[config.mk]
export PLATFORM = sky130hd
export DESIGN_NAME = sr_drive_ctrl
export DESIGN_NICKNAME = d
export VERILOG_FILES = /design/src/rtl/sr_drive_ctrl.sv
export SDC_FILE = /design/constraint.sdc
export NUM_CORES = 1
export LEC_CHECK = 0
export BUFFER_PORTS_ARGS = -buffer_cell sky130_fd_sc_hd__buf_4
export CORE_MARGIN = 2
export CORE_UTILIZATION = 51
export DETAILED_ROUTE_END_ITERATION = 8
export PLACE_DENSITY_LB_ADDON = 0.3
export SETUP_SLACK_MARGIN = 0.15
export SYNTH_ARGS = -nofsm -noshare
export SYNTH_HDL_FRONTEND = slang
export SYNTH_SLANG_ARGS = --single-unit
[constraint.sdc]
create_clock -name CLK -period 1.8 [get_ports CLK]
set_input_delay 0.36 -clock CLK [delete_from_list [all_inputs] [get_ports CLK]]
set_output_delay 0.36 -clock CLK [all_outputs]
set_load 0.01 [all_outputs]
[src/rtl/sr_drive_ctrl.sv]
// -----------------------------------------------------------------------------
// sr_drive_ctrl
//
// Command stage in front of an SR flip-flop. Raw, asynchronous set/clear
// request levels are synchronized, debounced and turned into rising-edge
// events. An FSM converts these events into clean, mutually exclusive S/R
// drive pulses. It keeps a shadow of the flip-flop state so redundant
// commands are dropped. Requests that arrive while a drive is in flight are
// queued one deep.
//
// Parameters:
//   DEBOUNCE_CYCLES : stable synchronized cycles needed to change a debounced
//                     level (1..255)
//   CNT_W           : width of the debounce counters
//   PULSE_CYCLES    : cycles S or R is held high per command (1..15)
//   SET_PRIORITY    : simultaneous set+clear winner (0 = clear, 1 = set)
//
// Ports:
//   CLK      in   system clock, rising edge
//   RST_N    in   asynchronous active-low reset
//   SET_REQ  in   raw set request level (asynchronous)
//   CLR_REQ  in   raw clear request level (asynchronous)
//   S        out  set drive to SR_FF (registered)
//   R        out  reset drive to SR_FF (registered)
//   BUSY     out  high while the FSM is not idle
//   STATE_Q  out  shadow of the expected SR_FF Q
//   CONFLICT out  one-cycle pulse when set and clear coincide in idle
//
// Optional build macro:
//   SR_DRV_CONFLICT_DROP_EN : when defined, a simultaneous set+clear is
//   discarded entirely and only CONFLICT pulses. SET_PRIORITY is ignored.
// -----------------------------------------------------------------------------
module sr_drive_ctrl #(
  parameter int DEBOUNCE_CYCLES = 4,
  parameter int CNT_W           = 8,
  parameter int PULSE_CYCLES    = 1,
  parameter int SET_PRIORITY    = 0
) (
  input  logic CLK,
  input  logic RST_N,
  input  logic SET_REQ,
  input  logic CLR_REQ,
  output logic S,
  output logic R,
  output logic BUSY,
  output logic STATE_Q,
  output logic CONFLICT
);

  localparam logic [CNT_W-1:0] DEB_LAST = CNT_W'(DEBOUNCE_CYCLES - 1);
  localparam logic [3:0]       PLS_LAST = 4'(PULSE_CYCLES - 1);

  typedef enum logic [1:0] {
    ST_IDLE    = 2'd0,
    ST_DRIVE_S = 2'd1,
    ST_DRIVE_R = 2'd2,
    ST_GAP     = 2'd3
  } state_t;

  // Channel index 0 = set, 1 = clear.
  logic [1:0]       w_req;
  logic [1:0]       r_sync1;
  logic [1:0]       r_sync2;
  logic [1:0]       r_lvl;
  logic [1:0]       r_evt;
  logic [CNT_W-1:0] r_cnt [2];

  state_t     r_state;
  state_t     w_state_nxt;
  logic [3:0] r_pcnt;
  logic [3:0] w_pcnt_nxt;
  logic       r_pend_s;
  logic       r_pend_c;
  logic       w_pend_s_nxt;
  logic       w_pend_c_nxt;

  logic       r_s;
  logic       r_r;
  logic       r_busy;
  logic       r_state_q;
  logic       r_conflict;
  logic       w_s_nxt;
  logic       w_r_nxt;
  logic       w_busy_nxt;
  logic       w_q_nxt;
  logic       w_conf_nxt;

  logic       w_any_s;
  logic       w_any_c;
  logic       w_win_s;
  logic       w_win_c;
  logic       w_take_s;
  logic       w_take_r;

  assign w_req = {CLR_REQ, SET_REQ};

  // ---------------------------------------------------------------------------
  // Synchronizers and debouncers. The event is registered at the same edge
  // the debounced level flips, so it is visible to the FSM the cycle after.
  // ---------------------------------------------------------------------------
  always_ff @(posedge CLK or negedge RST_N) begin
    if (!RST_N) begin
      r_sync1  <= '0;
      r_sync2  <= '0;
      r_lvl    <= '0;
      r_evt    <= '0;
      r_cnt[0] <= '0;
      r_cnt[1] <= '0;
    end else begin
      r_sync1 <= w_req;
      r_sync2 <= r_sync1;
      for (int i = 0; i < 2; i++) begin
        r_evt[i] <= 1'b0;
        if (r_sync2[i] == r_lvl[i]) begin
          r_cnt[i] <= '0;
        end else if (r_cnt[i] == DEB_LAST) begin
          r_lvl[i] <= r_sync2[i];
          r_cnt[i] <= '0;
          // Only rising edges of the debounced level become events.
          r_evt[i] <= r_sync2[i];
        end else begin
          r_cnt[i] <= r_cnt[i] + 1'b1;
        end
      end
    end
  end

  // Fresh events and queued requests are treated alike in idle.
  assign w_any_s = r_evt[0] | r_pend_s;
  assign w_any_c = r_evt[1] | r_pend_c;

`ifdef SR_DRV_CONFLICT_DROP_EN
  assign w_win_s = w_any_s & ~w_any_c;
  assign w_win_c = w_any_c & ~w_any_s;
`else
  assign w_win_s = w_any_s & (~w_any_c | (SET_PRIORITY != 0));
  assign w_win_c = w_any_c & (~w_any_s | (SET_PRIORITY == 0));
`endif

  // A winner that matches the current shadow state is redundant and dropped.
  assign w_take_s = w_win_s & ~r_state_q;
  assign w_take_r = w_win_c &  r_state_q;

  // ---------------------------------------------------------------------------
  // FSM state register; outputs are registered decodes of the next state so
  // S and R can never overlap or glitch.
  // ---------------------------------------------------------------------------
  always_ff @(posedge CLK or negedge RST_N) begin
    if (!RST_N) begin
      r_state    <= ST_IDLE;
      r_pcnt     <= '0;
      r_pend_s   <= 1'b0;
      r_pend_c   <= 1'b0;
      r_s        <= 1'b0;
      r_r        <= 1'b0;
      r_busy     <= 1'b0;
      r_state_q  <= 1'b0;
      r_conflict <= 1'b0;
    end else begin
      r_state    <= w_state_nxt;
      r_pcnt     <= w_pcnt_nxt;
      r_pend_s   <= w_pend_s_nxt;
      r_pend_c   <= w_pend_c_nxt;
      r_s        <= w_s_nxt;
      r_r        <= w_r_nxt;
      r_busy     <= w_busy_nxt;
      r_state_q  <= w_q_nxt;
      r_conflict <= w_conf_nxt;
    end
  end

  // Next-state logic.
  always_comb begin
    w_state_nxt  = r_state;
    w_pcnt_nxt   = r_pcnt;
    w_conf_nxt   = 1'b0;
    // Outside idle, events merge into the one-deep pending flags.
    w_pend_s_nxt = r_pend_s | r_evt[0];
    w_pend_c_nxt = r_pend_c | r_evt[1];
    case (r_state)
      ST_IDLE: begin
        // Everything visible in idle is consumed now: serviced or dropped.
        w_pend_s_nxt = 1'b0;
        w_pend_c_nxt = 1'b0;
        w_conf_nxt   = w_any_s & w_any_c;
        if (w_take_s) begin
          w_state_nxt = ST_DRIVE_S;
          w_pcnt_nxt  = '0;
        end else if (w_take_r) begin
          w_state_nxt = ST_DRIVE_R;
          w_pcnt_nxt  = '0;
        end
      end
      ST_DRIVE_S, ST_DRIVE_R: begin
        if (r_pcnt == PLS_LAST) begin
          w_state_nxt = ST_GAP;
        end else begin
          w_pcnt_nxt = r_pcnt + 1'b1;
        end
      end
      ST_GAP: begin
        w_state_nxt = ST_IDLE;
      end
      default: begin
        w_state_nxt = ST_IDLE;
      end
    endcase
  end

  // Output logic (values loaded into the output registers at the next edge).
  always_comb begin
    w_s_nxt    = (w_state_nxt == ST_DRIVE_S);
    w_r_nxt    = (w_state_nxt == ST_DRIVE_R);
    w_busy_nxt = (w_state_nxt != ST_IDLE);
    w_q_nxt    = r_state_q;
    // The shadow flips together with the last drive cycle.
    if (w_s_nxt && (w_pcnt_nxt == PLS_LAST)) begin
      w_q_nxt = 1'b1;
    end else if (w_r_nxt && (w_pcnt_nxt == PLS_LAST)) begin
      w_q_nxt = 1'b0;
    end
  end

  assign S        = r_s;
  assign R        = r_r;
  assign BUSY     = r_busy;
  assign STATE_Q  = r_state_q;
  assign CONFLICT = r_conflict;

endmodule

**Yosys cells after proc, flatten, opt, wreduce, memory -nomap -nowiden**

Index checks and enable logic that the tools add are counted.

- Flip-flop bits (word level): 37
- Output and inout port bits: 5
- Bits of input ports: 4

- Add/subtract/negate cells: 3
- Mux-type cells: 21
- Bitwise operators: 10
- Reductions and logical operators: 10
- Equal/unequal tests: 9

Operators with widths:

| operator | number |
|---|---|
| 2-to-1 mux 8 bit | 4 |
| adder 8 x 1 -> 8 bit, second input constant | 2 |
| equality test 8 x 2 -> 1 bit, second input constant | 2 |
| 2-to-1 mux 4 bit | 3 |
| 2-to-1 mux 1 bit | 9 |
| zero test 4 bit | 2 |
| case mux 4 bit (2 select lines) | 1 |
| equality test 2 bit, second input constant | 3 |
| 2-to-1 mux 2 bit | 3 |
| case mux 2 bit (3 select lines) | 1 |
| adder 4 x 1 -> 4 bit, second input constant | 1 |
| bitwise AND 1 bit | 4 |
| equality test 2 x 1 -> 1 bit, second input constant | 2 |
| NOT 1 bit | 4 |
| AND reduction 2 bit | 2 |
| nonzero test 2 bit | 2 |
| equality test 1 bit | 2 |
| logical AND 1 bit | 2 |
| zero test 2 bit | 1 |
| OR 1 bit | 2 |
| OR reduction 2 bit | 1 |

**Depth between registers and ports, before layout**

Gate-level depths: netlist of run 1.

- Depth in word-level cells: 10
- Gate-level depth with buffers: 8
- Depth with buffers taken out: 8

**Worst setup path after synthesis of run 1**

Ideal clock, no wire load.

- Kind: flip-flop to flip-flop
- Start point: register r_state[1]
- End point: register r_state_q (netlist: STATE_Q)
- Arrival: 1.832 ns
- Stages on the path, launching flop included: 9
- Path buffers: 1
- Setup slack: -0.162 ns
- Cells stage by stage: dfrtp_1 -> inv_1 -> ha_1 -> buf_2 -> and3_1 -> a311o_1 -> a221o_1 -> o31ai_1 -> o21ai_1

- Longest elaborated chain between the ends: 6
- Elaborated cells on any way between the ends: 17

RTL lines:

| what | RTL line | RTL |
|---|---|---|
| start, declared | 68 | `state_t r_state;` |
| start signal, assigned | 160 | `r_state <= w_state_nxt;` |
| equality test 2 x 1 -> 1 bit, or another cell as far along | 180 | `case (r_state)` |
| OR reduction 2 bit or 2-to-1 mux 2 bit (tied branches) | 180, 186 |  |
| case mux 2 bit (3 select lines) or case mux 4 bit (2 select lines) (tied branches) | 180 |  |
| equality test 2 x 1 -> 1 bit, or another cell as far along | 212 | `w_s_nxt = (w_state_nxt == ST_DRIVE_S);` |
| logical AND 1 bit, on equally long branches | 217, 219 |  |
| 2-to-1 mux 1 bit or nonzero test 2 bit (tied branches) | -- |  |
| end signal, assigned | 167 | `r_state_q <= w_q_nxt;` |
| end, declared | 80 | `logic r_state_q;` |

Several ways; a longest one is shown, not always the timed one.
A chain may end at the register's enable or synchronous reset.

**Worst setup path in the final report of run 1**

Ends and elaborated chain as after synthesis.

==> results of run 1 <==
-- through the flow --
step | util (%) | std cells | worst slack [ns] | setup TNS, ns
finish | 65.6 | 223 | -0.105 | -0.105
global route | 65.6 | 223 | -0.197 | -0.197
CTS | 64.1 | 219 | -0.0761 | -0.0761
detailed placement | 59.2 | 207 | -0.179 | -0.179
global placement | 59.2 | 207 | 0.0332 | 0
floorplan | - | 149 | -0.116 | -0.116
-- area by class of cell --
type                    instances  area share (%)
inverters                       9            1.69
multi-input cells             102            35.9
clock inverters                 2            1.88
clock buffers                   6            2.56
flip-flops and latches         37            46.3
well taps                      44            2.75
repair buffers                 23            8.94
-- layout by cell type, fill, tap and decap left out, types with 2 or more instances in the layout --
cell      synthesis  routed
dfrtp_1          37      37
buf_4             0      21
nor2_1           20      19
xor2_1           10      10
nand3_1          10      10
inv_1             9       9
and3_1            7       7
nand2_1           7       5
clkbuf_4          0       5
xnor2_1           4       4
ha_1              6       4
o21ai_1           2       3
o21ai_0           5       3
nor3b_1           4       3
nor4b_1           2       2
nor3_1            2       2
a21o_2            2       2
nand2b_1          2       2
a22o_2            2       2
nand2_2           0       2
mux2_2            2       2
ha_2              0       2
-- Yosys cell counts (2+ instances only) --
master / count
a21o_2: 2
a22o_2: 2
and3_1: 7
dfrtp_1: 37
ha_1: 6
inv_1: 9
mux2_2: 2
nand2_1: 7
nand2b_1: 2
nand3_1: 10
nor2_1: 20
nor3_1: 2
nor3b_1: 4
nor4b_1: 2
o21ai_0: 5
o21ai_1: 2
o31ai_1: 2
xnor2_1: 4
xor2_1: 10
-- flip-flops by register name (all words and copies together), names as in the netlist --
register,count
r_sync2,2
r_lvl,2
R,1
r_cnt,16
r_pcnt,4
STATE_Q,1
r_pend_c,1
S,1
r_sync1,2
r_evt,2
r_state,2
BUSY,1
r_pend_s,1
CONFLICT,1
-- cells by family (layout without fill, tap and decap cells) --
kind of cell    count (synthesis)  after routing  synth area share, %
simple gates                   59             59                 18.4
flops                          37             37                 56.3
compound gates                 20             20                 8.90
xor+xnor                       14             14                 7.46
buf+inv                        10             40                 2.36
fa+ha+maj                       6              6                 4.57
mux                             3              3                 1.98
-- worst min-delay path by stage --
| stage | start | to | slack, ns | cells past startpoint |
|---|---|---|---|---|
| after CTS | SET_REQ | r_sync1[0]$_DFF_PN0_ | 0.12 | 1 |
| after global placement | r_sync1[1]$_DFF_PN0_ | r_sync2[1]$_DFF_PN0_ | 0.33 | 0 |
| after floorplan | RST_N | BUSY$_DFF_PN0_ | 0.06 | 0 |
| final | CLR_REQ | r_sync1[1]$_DFF_PN0_ | 0.14 | 1 |
| after global routing | SET_REQ | r_sync1[0]$_DFF_PN0_ | 0.10 | 1 |
| after detailed placement | RST_N | r_cnt[11]$_DFF_PN0_ | 0.34 | 1 |
-- worst reg2reg max path, stage by stage, from the launching register on --
cell     delay (ns)
dfrtp_1        0.41
inv_1          0.06
ha_2           0.18
and3_1         0.16
a311o_1        0.33
a221o_1        0.36
o31ai_2        0.19
o21ai_1        0.10
-- power groups by stage --
stage / clock network, mW / registers [mW] / logic (mW)
3_5_place_dp: 0 / 1.12 / 0.901
4_1_cts: 0.618 / 1.11 / 1.09
6_report: 0.594 / 1.11 / 1.18
2_1_floorplan: 0 / 1.13 / 0.567
3_3_place_gp: 0 / 1.12 / 0.849
5_1_grt: 0.664 / 1.13 / 1.30
-- layer usage --
layer / up-vias / track usage (%) / wire length (um)
li1: 573 / - / -
met1: 599 / 22.3 / 1330
met2: 19 / 31.2 / 1500
met3: 4 / 5.97 / 88
met4: 0 / 6.52 / 14
met5: - / 0 / 0
-- timing repair --
item	4_1_cts	5_1_grt
hold buffers	1	0
setup endpoints to repair	2	9
endpoints found under the hold margin	37	0
gates cloned	0	0
pin swaps	2	1
buffers inserted	3	4
resized for setup	9	5
==> flow_metrics.env, run 1 <==
export IMPL_n_antenna_cell=0
export IMPL_dpl_hpwl_um=2000
export IMPL_ios=9
export IMPL_final_area_sq_mm=0.00200
export IMPL_setup_viol=1
export IMPL_root_buffer="clkbuf_4"
export IMPL_multiInputGateArea_sq_um=719
export IMPL_start_kind="register"
export IMPL_crit_end="STATE_Q$_DFFE_PN0P_"
export IMPL_drc=0
export IMPL_syn2layout_area_growth_pct=21.8
export IMPL_clkPwrFrac_pct=20.6
export IMPL_routabilityCongestion=0.812
export IMPL_power_density_mw_per_mm2=1440
export IMPL_start_util_pct=53.9
export IMPL_synth_top_area_share_pct=56.3
export IMPL_routed_via_density=5.36
export IMPL_holdWs_ns=0.140
export IMPL_hold_path_class="input port to register"
export IMPL_p_leak_nw=0.986
export IMPL_violations="negative setup slack"
export IMPL_rr_endpoint="STATE_Q$_DFFE_PN0P_"
export IMPL_swShare_pct=33.6
export IMPL_post_dp_cell_area_sq_mm=0.00181
export IMPL_first_global_vias=1208
export IMPL_drtAntennaViolNets=0
export IMPL_clk_latency_ns=0.33
export IMPL_status="complete, but fails checks"
export IMPL_required_ns=2.03
export IMPL_pwr_share_seq_pct=38.6
export IMPL_fill_cells=248
export IMPL_die_w_um=60.8
export IMPL_syn_inst=149
export IMPL_totalWireLength_um=2930
export IMPL_min_period_ns=1.90
export IMPL_ys_ff_latch=37
export IMPL_critical_path_buf_inv_count=1
export IMPL_yosysSeqAreaShare_pct=56.3
export IMPL_synth_main_ff_cell="dfrtp_1"
export IMPL_cts_tree="yes"
export IMPL_die_area_sq_mm=0.00369
export IMPL_grt_usage_pct=18.5
export IMPL_internal_power_mw=1.91
export IMPL_nNetsFinal=188
export IMPL_crit_family="compound AO/OA/AOI/OAI gates"
export IMPL_reg2reg_depth=7
export IMPL_hold_violations=0
export IMPL_rows=20
export IMPL_grt_overflow=0
export IMPL_worst_pin_slew_ns=0.454
export IMPL_grt_max_degree=38
export IMPL_dr_first_iter_drc_count=64
export IMPL_ys_types=33
export IMPL_critPathLaunch="r_state[1]$_DFF_PN0_"
export IMPL_routedWlPerCell_um=13.2
export IMPL_cts_buffer_depth=2
export IMPL_synth_edf_count=0
export IMPL_worst_slack_ns=-0.105
export IMPL_ys_warn_count=0
export IMPL_rsz0062_at_grt="yes"
export IMPL_numCtsBuffers=5
export IMPL_synthesis_nets=159
export IMPL_path_max_fanout=3
export IMPL_reg2reg_from="r_state[1]$_DFF_PN0_"
export IMPL_die_height_um=60.8
export IMPL_drive_above_1_share_pct=26.3
export IMPL_core_sq_mm=0.00305
export IMPL_vdd_drop_max_v=0.000743
export IMPL_seqCellArea_sq_um=926
export IMPL_clock_skew_ns=0.0180
export IMPL_synth_area_leader_cell="dfrtp_1"
export IMPL_fin_crit_sh_pct=106
export IMPL_synth_area_leaders="dfrtp_1 56%, xor2_1 5.3%, ha_1 4.6%, nor2_1 4.6%, nand3_1 3.0%"
export IMPL_numPortBuffers=8
export IMPL_cts_max_level=2
export IMPL_relSlewSlack_pct=69.7
export IMPL_slew_viol_final=0
export IMPL_worstPathArrival_ns=2.13
export IMPL_clkSlewWorstSetupHoldPaths_ns=0.12
export IMPL_antenna_found_initial=0
export IMPL_cpMaxStageDelayCell="dfrtp_1"
export IMPL_cts_sinks=37
export IMPL_drt_pre_antenna_iters=4
export IMPL_crit_type="register to register"
export IMPL_async_reset_ff_share_pct=100
export IMPL_drv_cap=0
export IMPL_num_vias=1195
export IMPL_syn_area_sq_mm=0.00164
export IMPL_p_total_mw=2.88
export IMPL_grt_pass1_wl_um=5020
export IMPL_fmax_ghz=0.525
export IMPL_p_switching_uw=967
export IMPL_combinationalPowerShare_pct=40.8
export IMPL_reg2reg_slack_ns=-0.10
export IMPL_critPathMaxStageDelay_ns=0.41
export IMPL_path_cells="inv_1, ha_2, and3_1, a311o_1, a221o_1, o31ai_2, o21ai_1"
export IMPL_worst_path_stages=7
export IMPL_endpoint_kind="register"
export IMPL_syn_area_per_cell_sq_um=11.0
Note: power is estimated with default switching activity, not from simulation.
==> run 2: changes to the inputs <==
- CORE_MARGIN: 2 -> 5
==> run 2 against run 1 <==
  * The run still ends with negative setup slack left
  * Setup slack better by 0.072 ns
  * Combinational power rose by 3%
  * Hold slack got worse by 0.00071 ns
  * Die area is 21% higher
  * Global-route usage is 2.4 points lower
  * Clock power hardly changed
  * Wire length increased by 3.4%
  * Total power increased by 1.2%
  * Flip-flop and latch count is the same
  * Clock-buffer cell count grew 1
  * Critical path type unchanged
==> flow_metrics.env, run 2 (synthesis results as in run 1) <==
export IMPL_status="complete, but fails checks"
export IMPL_violations="negative setup slack"
export IMPL_numPortBuffers=8
export IMPL_required_ns=2.02
export IMPL_relSlewSlack_pct=69.9
export IMPL_path_cells="inv_1, ha_2, and3_1, a311o_1, a221o_1, o31ai_1, o21ai_1"
export IMPL_regMostFlops="r_cnt"
export IMPL_min_to="r_sync1[0]$_DFF_PN0_"
export IMPL_die_height_um=66.8
export IMPL_core_sq_mm=0.00308
export IMPL_rsz0062_at_grt="yes"
export IMPL_antenna_found_initial=0
export IMPL_die_area_sq_mm=0.00446
export IMPL_cpMaxStageDelayCell="dfrtp_1"
export IMPL_crit_family="compound AO/OA/AOI/OAI gates"
export IMPL_worst_slack_ns=-0.0324
export IMPL_reg2reg_from="r_state[0]$_DFF_PN0_"
export IMPL_routed_via_density=5.36
export IMPL_worstPathArrival_ns=2.06
export IMPL_hold_path_class="input port to register"
export IMPL_grt_overflow=0
export IMPL_min_delay_path_depth=1
export IMPL_path_max_fanout=4
export IMPL_combinationalPowerShare_pct=41.7
export IMPL_hold_start="SET_REQ"
export IMPL_grt_max_degree=38
export IMPL_min_period_ns=1.83
export IMPL_critPathMaxStageDelay_ns=0.38
export IMPL_grt_usage_pct=16.1
export IMPL_final_common_cell="dfrtp_1"
export IMPL_grt_pass1_wl_um=5340
export IMPL_die_w_um=66.8
export IMPL_root_buffer="clkbuf_4"
export IMPL_drv_cap=0
export IMPL_fin_setup_tns_ns=-0.0324
export IMPL_clock_skew_ns=0.0175
export IMPL_num_vias=1195
export IMPL_swShare_pct=33.4
export IMPL_drive_above_1_share_pct=24.6
export IMPL_numCtsBuffers=5
export IMPL_vdd_drop_max_v=0.000849
export IMPL_reg2reg_slack_ns=-0.03
export IMPL_cts_buffer_depth=2
export IMPL_clkSlewWorstSetupHoldPaths_ns=0.12
export IMPL_drt_pre_antenna_iters=4
export IMPL_ios=9
export IMPL_largest_reg_flops=16
export IMPL_rows=20
export IMPL_totalWireLength_um=3030
export IMPL_setup_viol=1
export IMPL_rr_endpoint="STATE_Q$_DFFE_PN0P_"
export IMPL_hold_violations=0
export IMPL_drtAntennaViolNets=0
export IMPL_fmax_ghz=0.546
export IMPL_power_density_mw_per_mm2=1470
export IMPL_slew_viol_final=0
export IMPL_routedWlPerCell_um=13.6
export IMPL_cts_sinks=37
export IMPL_syn2layout_area_growth_pct=20.5
export IMPL_p_switching_uw=973
export IMPL_internal_power_mw=1.94
export IMPL_worst_pin_slew_ns=0.452
export IMPL_start_util_pct=53.4
export IMPL_p_leak_nw=0.977
export IMPL_critical_path_buf_inv_count=1
export IMPL_clkPwrFrac_pct=20.3
export IMPL_reg2reg_depth=7
export IMPL_dr_first_iter_drc_count=67
export IMPL_routabilityCongestion=0.881
export IMPL_drc=0
export IMPL_start_kind="register"
export IMPL_clk_latency_ns=0.33
export IMPL_cts_tree="yes"
export IMPL_holdWs_ns=0.139
export IMPL_dpl_hpwl_um=2040
export IMPL_first_global_vias=1264
export IMPL_endpoint_kind="register"
export IMPL_n_antenna_cell=0
export IMPL_cts_max_level=2
export IMPL_fin_crit_sh_pct=102
export IMPL_pwr_share_seq_pct=38.0
export IMPL_nNetsFinal=188
export IMPL_final_cell_mix="37 x dfrtp_1, 21 x buf_4, 20 x nor2_1, 10 x xor2_1, 10 x nand3_1"
export IMPL_top_regs="r_cnt: 16 flops, r_pcnt: 4 flops"
export IMPL_crit_type="register to register"
run 2: metal layers:
metal	part of all wire (%)	global-route usage (%)	routed length (um)	vias to the layer above
li1	-	-	-	571
met1	43	18.6	1290	591
met2	52	27.2	1580	27
met3	3.7	4.38	112	6
met4	1.6	7.87	48	0
met5	0	0	0	-
run 2: stage by stage:
stage / power (mW) / instance area, sq um / setup slack (ns) / utilization [%] / instances
2_1_floorplan: 1.69 / 1640 / -0.116 / - / 149
3_3_place_gp: 2.01 / 1820 / 0.0349 / 59.2 / 209
3_5_place_dp: 2.06 / 1820 / -0.0615 / 59.2 / 209
4_1_cts: 2.86 / 1970 / -0.0411 / 63.9 / 223
5_1_grt: 3.10 / 1980 / -0.0851 / 64.4 / 223
6_report: 2.92 / 1980 / -0.0324 / 64.4 / 223
run 2: how the worst max path moves through the flow:
stage                                     from             endpoint  slack [ns]  cells after the start
after floorplan           r_state[1]$_DFF_PN0_  STATE_Q$_DFFE_PN0P_       -0.12                      8
after global placement    r_state[0]$_DFF_PN0_  STATE_Q$_DFFE_PN0P_        0.03                      7
after detailed placement   r_pcnt[1]$_DFF_PN0_  STATE_Q$_DFFE_PN0P_       -0.06                      8
after CTS                  r_pcnt[1]$_DFF_PN0_  STATE_Q$_DFFE_PN0P_       -0.04                      9
after global routing       r_pcnt[1]$_DFF_PN0_  STATE_Q$_DFFE_PN0P_       -0.09                      9
final                     r_state[0]$_DFF_PN0_  STATE_Q$_DFFE_PN0P_       -0.03                      7
run 2: cell type report:
| class | count | area (sq um) |
|---|---|---|
| fill | 253 | 1100 |
| sequential | 37 | 926 |
| multi-input combinational | 102 | 703 |
| timing repair buffer | 23 | 179 |
| clock buffer | 7 | 55.1 |
| tap | 44 | 55.1 |
| inverter | 9 | 33.8 |
| clock inverter | 1 | 30.0 |
run 2: power by group through the flow:
stage | Clock (mW) | Sequential, mW | Combinational (mW)
global placement | 0 | 1.11 | 0.899
detailed placement | 0 | 1.12 | 0.938
global route | 0.651 | 1.13 | 1.32
floorplan | 0 | 1.13 | 0.567
finish | 0.591 | 1.11 | 1.22
CTS | 0.609 | 1.10 | 1.15
run 2: what timing repair did:
action,4_1_cts,5_1_grt
setup endpoints to repair,2,18
pin swaps,2,1
endpoints found under the hold margin,37,0
hold buffers,1,0
buffers inserted,5,0
resized for setup,6,5
==> run 3: changes to the inputs <==
- ABC_AREA: default -> 1
- CAP_MARGIN: default -> 20
==> run 3 against run 2 <==
  * The flow now finishes without violations
  * Register-to-register slack improved by 0.33 ns
  * First-iteration DRC count rose by 3.0%
  * Sequential share of layout area rose by 0.27 points
  * Die area rose by 5.5%
  * Sequential power barely moved
  * Combinational power fell by 16%
  * Clock power rose by 2%
  * Core utilization fell by 5.3 points
  * Final area fell by 0.57%
==> flow_metrics.env, run 3 <==
export IMPL_routabilityCongestion=0.885
export IMPL_met2_usage_pct=24.2
export IMPL_die_area_sq_mm=0.00470
export IMPL_grt_overflow=0
export IMPL_ys_ff_latch=37
export IMPL_met3_usage_pct=5.35
export IMPL_holdWs_ns=0.120
export IMPL_setup_viol=0
export IMPL_grt_pass1_wl_um=4980
export IMPL_routed_via_density=4.90
export IMPL_first_global_vias=1206
export IMPL_slew_viol_final=0
export IMPL_p_leak_nw=0.948
export IMPL_async_reset_ff_share_pct=100
export IMPL_clkSlewWorstSetupHoldPaths_ns=0.11
export IMPL_root_buffer="clkbuf_4"
export IMPL_synth_edf_count=0
export IMPL_grt_usage_pct=14.5
export IMPL_endpoint_kind="register"
export IMPL_ios=9
export IMPL_die_height_um=68.6
export IMPL_routedWlPerCell_um=11.3
export IMPL_dpl_hpwl_um=2080
export IMPL_fill_cells=288
export IMPL_cts_sinks=37
export IMPL_clock_skew_ns=0.0109
export IMPL_syn_area_sq_mm=0.00175
export IMPL_status="finished, final reports clean"
export IMPL_synthesis_nets=200
export IMPL_grt_max_degree=38
export IMPL_crit_type="register to register"
export IMPL_final_common_cell="dfrtp_1"
export IMPL_vdd_drop_max_v=0.000561
export IMPL_worst_slack_ns=0.297
export IMPL_syn_inst=190
export IMPL_pre_cts_slack_ns=0.217
export IMPL_drive_above_1_share_pct=23.8
export IMPL_hold_path_class="input port to register"
export IMPL_cts_tree="yes"
export IMPL_required_ns=2.05
export IMPL_hold_violations=0
export IMPL_antenna_found_initial=0
export IMPL_synth_top_area_share_pct=52.9
export IMPL_min_period_ns=1.50
export IMPL_ys_types=26
export IMPL_syn_area_per_cell_sq_um=9.21
export IMPL_drt_pre_antenna_iters=4
export IMPL_syn2layout_area_growth_pct=12.6
export IMPL_nNetsFinal=215
export IMPL_synth_main_ff_cell="dfrtp_1"
export IMPL_reg2reg_depth=11
export IMPL_final_cell_mix="37 x dfrtp_1, 27 x nand2_1, 21 x nor2_1, 20 x inv_1, 14 x inv_2"
export IMPL_numPortBuffers=8
export IMPL_rsz0062_at_grt="no"
export IMPL_fin_setup_tns_ns=0
export IMPL_start_util_pct=52.5
export IMPL_relSlewSlack_pct=68.8
export IMPL_power_density_mw_per_mm2=1380
export IMPL_top_regs="r_cnt: 16 flops, r_pcnt: 4 flops"
export IMPL_largest_reg_flops=16
export IMPL_ys_warn_count=0
export IMPL_numCtsBuffers=5
export IMPL_start_kind="register"
export IMPL_cts_buffer_depth=2
export IMPL_path_max_fanout=4
export IMPL_drv_cap=0
export IMPL_p_total_mw=2.72
export IMPL_top_usage_layer="met2"
export IMPL_min_delay_path_depth=1
export IMPL_drc=0
export IMPL_cts_max_level=2
export IMPL_dr_first_iter_drc_count=69
export IMPL_grt_util_met1_pct=16.7
export IMPL_clk_latency_ns=0.34
export IMPL_synth_area_leader_cell="dfrtp_1"
export IMPL_regMostFlops="r_cnt"
export IMPL_totalWireLength_um=2850
export IMPL_yosysSeqAreaShare_pct=52.9
export IMPL_synth_common_cells="37 x dfrtp_1, 27 x nand2_1, 22 x nor2_1"
export IMPL_die_w_um=68.6
export IMPL_cts_setup_buffers=0
export IMPL_num_vias=1234
export IMPL_n_antenna_cell=0
export IMPL_core_sq_mm=0.00334
export IMPL_worst_pin_slew_ns=0.463
export IMPL_fmax_ghz=0.666
export IMPL_drtAntennaViolNets=0
export IMPL_post_synth_top_count_cell="dfrtp_1"
export IMPL_rows=21
export IMPL_synth_area_leaders="dfrtp_1 53%, nand2_1 5.8%, nor2_1 4.7%, inv_1 4.5%, ha_1 4.3%"
export IMPL_final_core_util_pct=59.1
export IMPL_worstPathArrival_ns=1.76
export IMPL_fin_crit_sh_pct=83.5
-- run 3: cell types whose count changed in the layout (fill, tap and decap cells not counted), moves of 3 or more --
cell     delta
nand3_1     +3
inv_2      +14
nand2_2     +4
nor2_4      +3
nand2_1    +22
xor2_1      -8
inv_1      +11
nor3_1      +3
and3_1      -7
ha_2        -3
nor3b_1     -3
buf_4      -13
a21oi_1     +7
-- run 3: path summary, 6_finish.rpt --
kind	startpoint	to	slack, ns
max in group asynchronous	RST_N	r_cnt[13]$_DFF_PN0_	0.97
hold / removal	SET_REQ	r_sync1[0]$_DFF_PN0_	0.12
hold reg to reg	r_sync1[0]$_DFF_PN0_	r_sync2[0]$_DFF_PN0_	0.37
setup reg to reg	r_state[0]$_DFF_PN0_	STATE_Q$_DFFE_PN0P_	0.30
setup / recovery	r_state[0]$_DFF_PN0_	STATE_Q$_DFFE_PN0P_	0.30
min in group asynchronous	RST_N	r_state[1]$_DFF_PN0_	0.51
-- run 3: through the flow --
stage	instances	area, sq um
after global placement	243	1860
final	252	1970
after detailed placement	243	1860
after global routing	252	1970
after CTS	252	1960
after floorplan	190	1750
-- run 3: area by class of cell --
type	count	area [sq um]	area share [%]
clock buffers	7	55.1	2.79
clock inverters	1	30.0	1.52
inverters	34	128	6.48
multi-input cells	118	704	35.7
flip-flops and latches	37	926	47.0
well taps	46	57.6	2.92
repair buffers	9	70.1	3.56
-- run 3: critical path, stage by stage (launching register included) --
cell and delay, ns:
dfrtp_1 0.42, inv_2 0.09, ha_4 0.16, inv_1 0.08
nor2_2 0.14, nand2_2 0.09, nand2_2 0.11, nand2_2 0.06
nand2_2 0.09, nor2_4 0.05, nand3_1 0.07, nand2_1 0.05
-- run 3: per-layer routing --
layer	vias up	part of all wire [%]
met5	-	0
met4	0	1.8
met3	6	4.8
met2	24	50
met1	580	44
li1	624	-
-- run 3: repair_timing --
action	in CTS	in global routing
resized for setup	0	4
endpoints found under the setup margin	0	1
hold buffers	1	0
hold endpoints to repair	37	0
-- run 3: logic make-up after synthesis --
| family | share of synthesized area [%] |
|---|---|
| compound gates | 5.00 |
| xor+xnor | 2.00 |
| fa+ha+maj | 4.29 |
| buf+inv | 7.72 |
| flops | 52.9 |
| simple gates | 28.1 |
-- run 3: where the power goes --
group          internal, mW  switching [mW]  total (mW)
Clock                 0.332           0.270       0.602
Combinational         0.397           0.631        1.03
Sequential            0.990           0.102        1.09
Total                  1.72            1.00        2.72
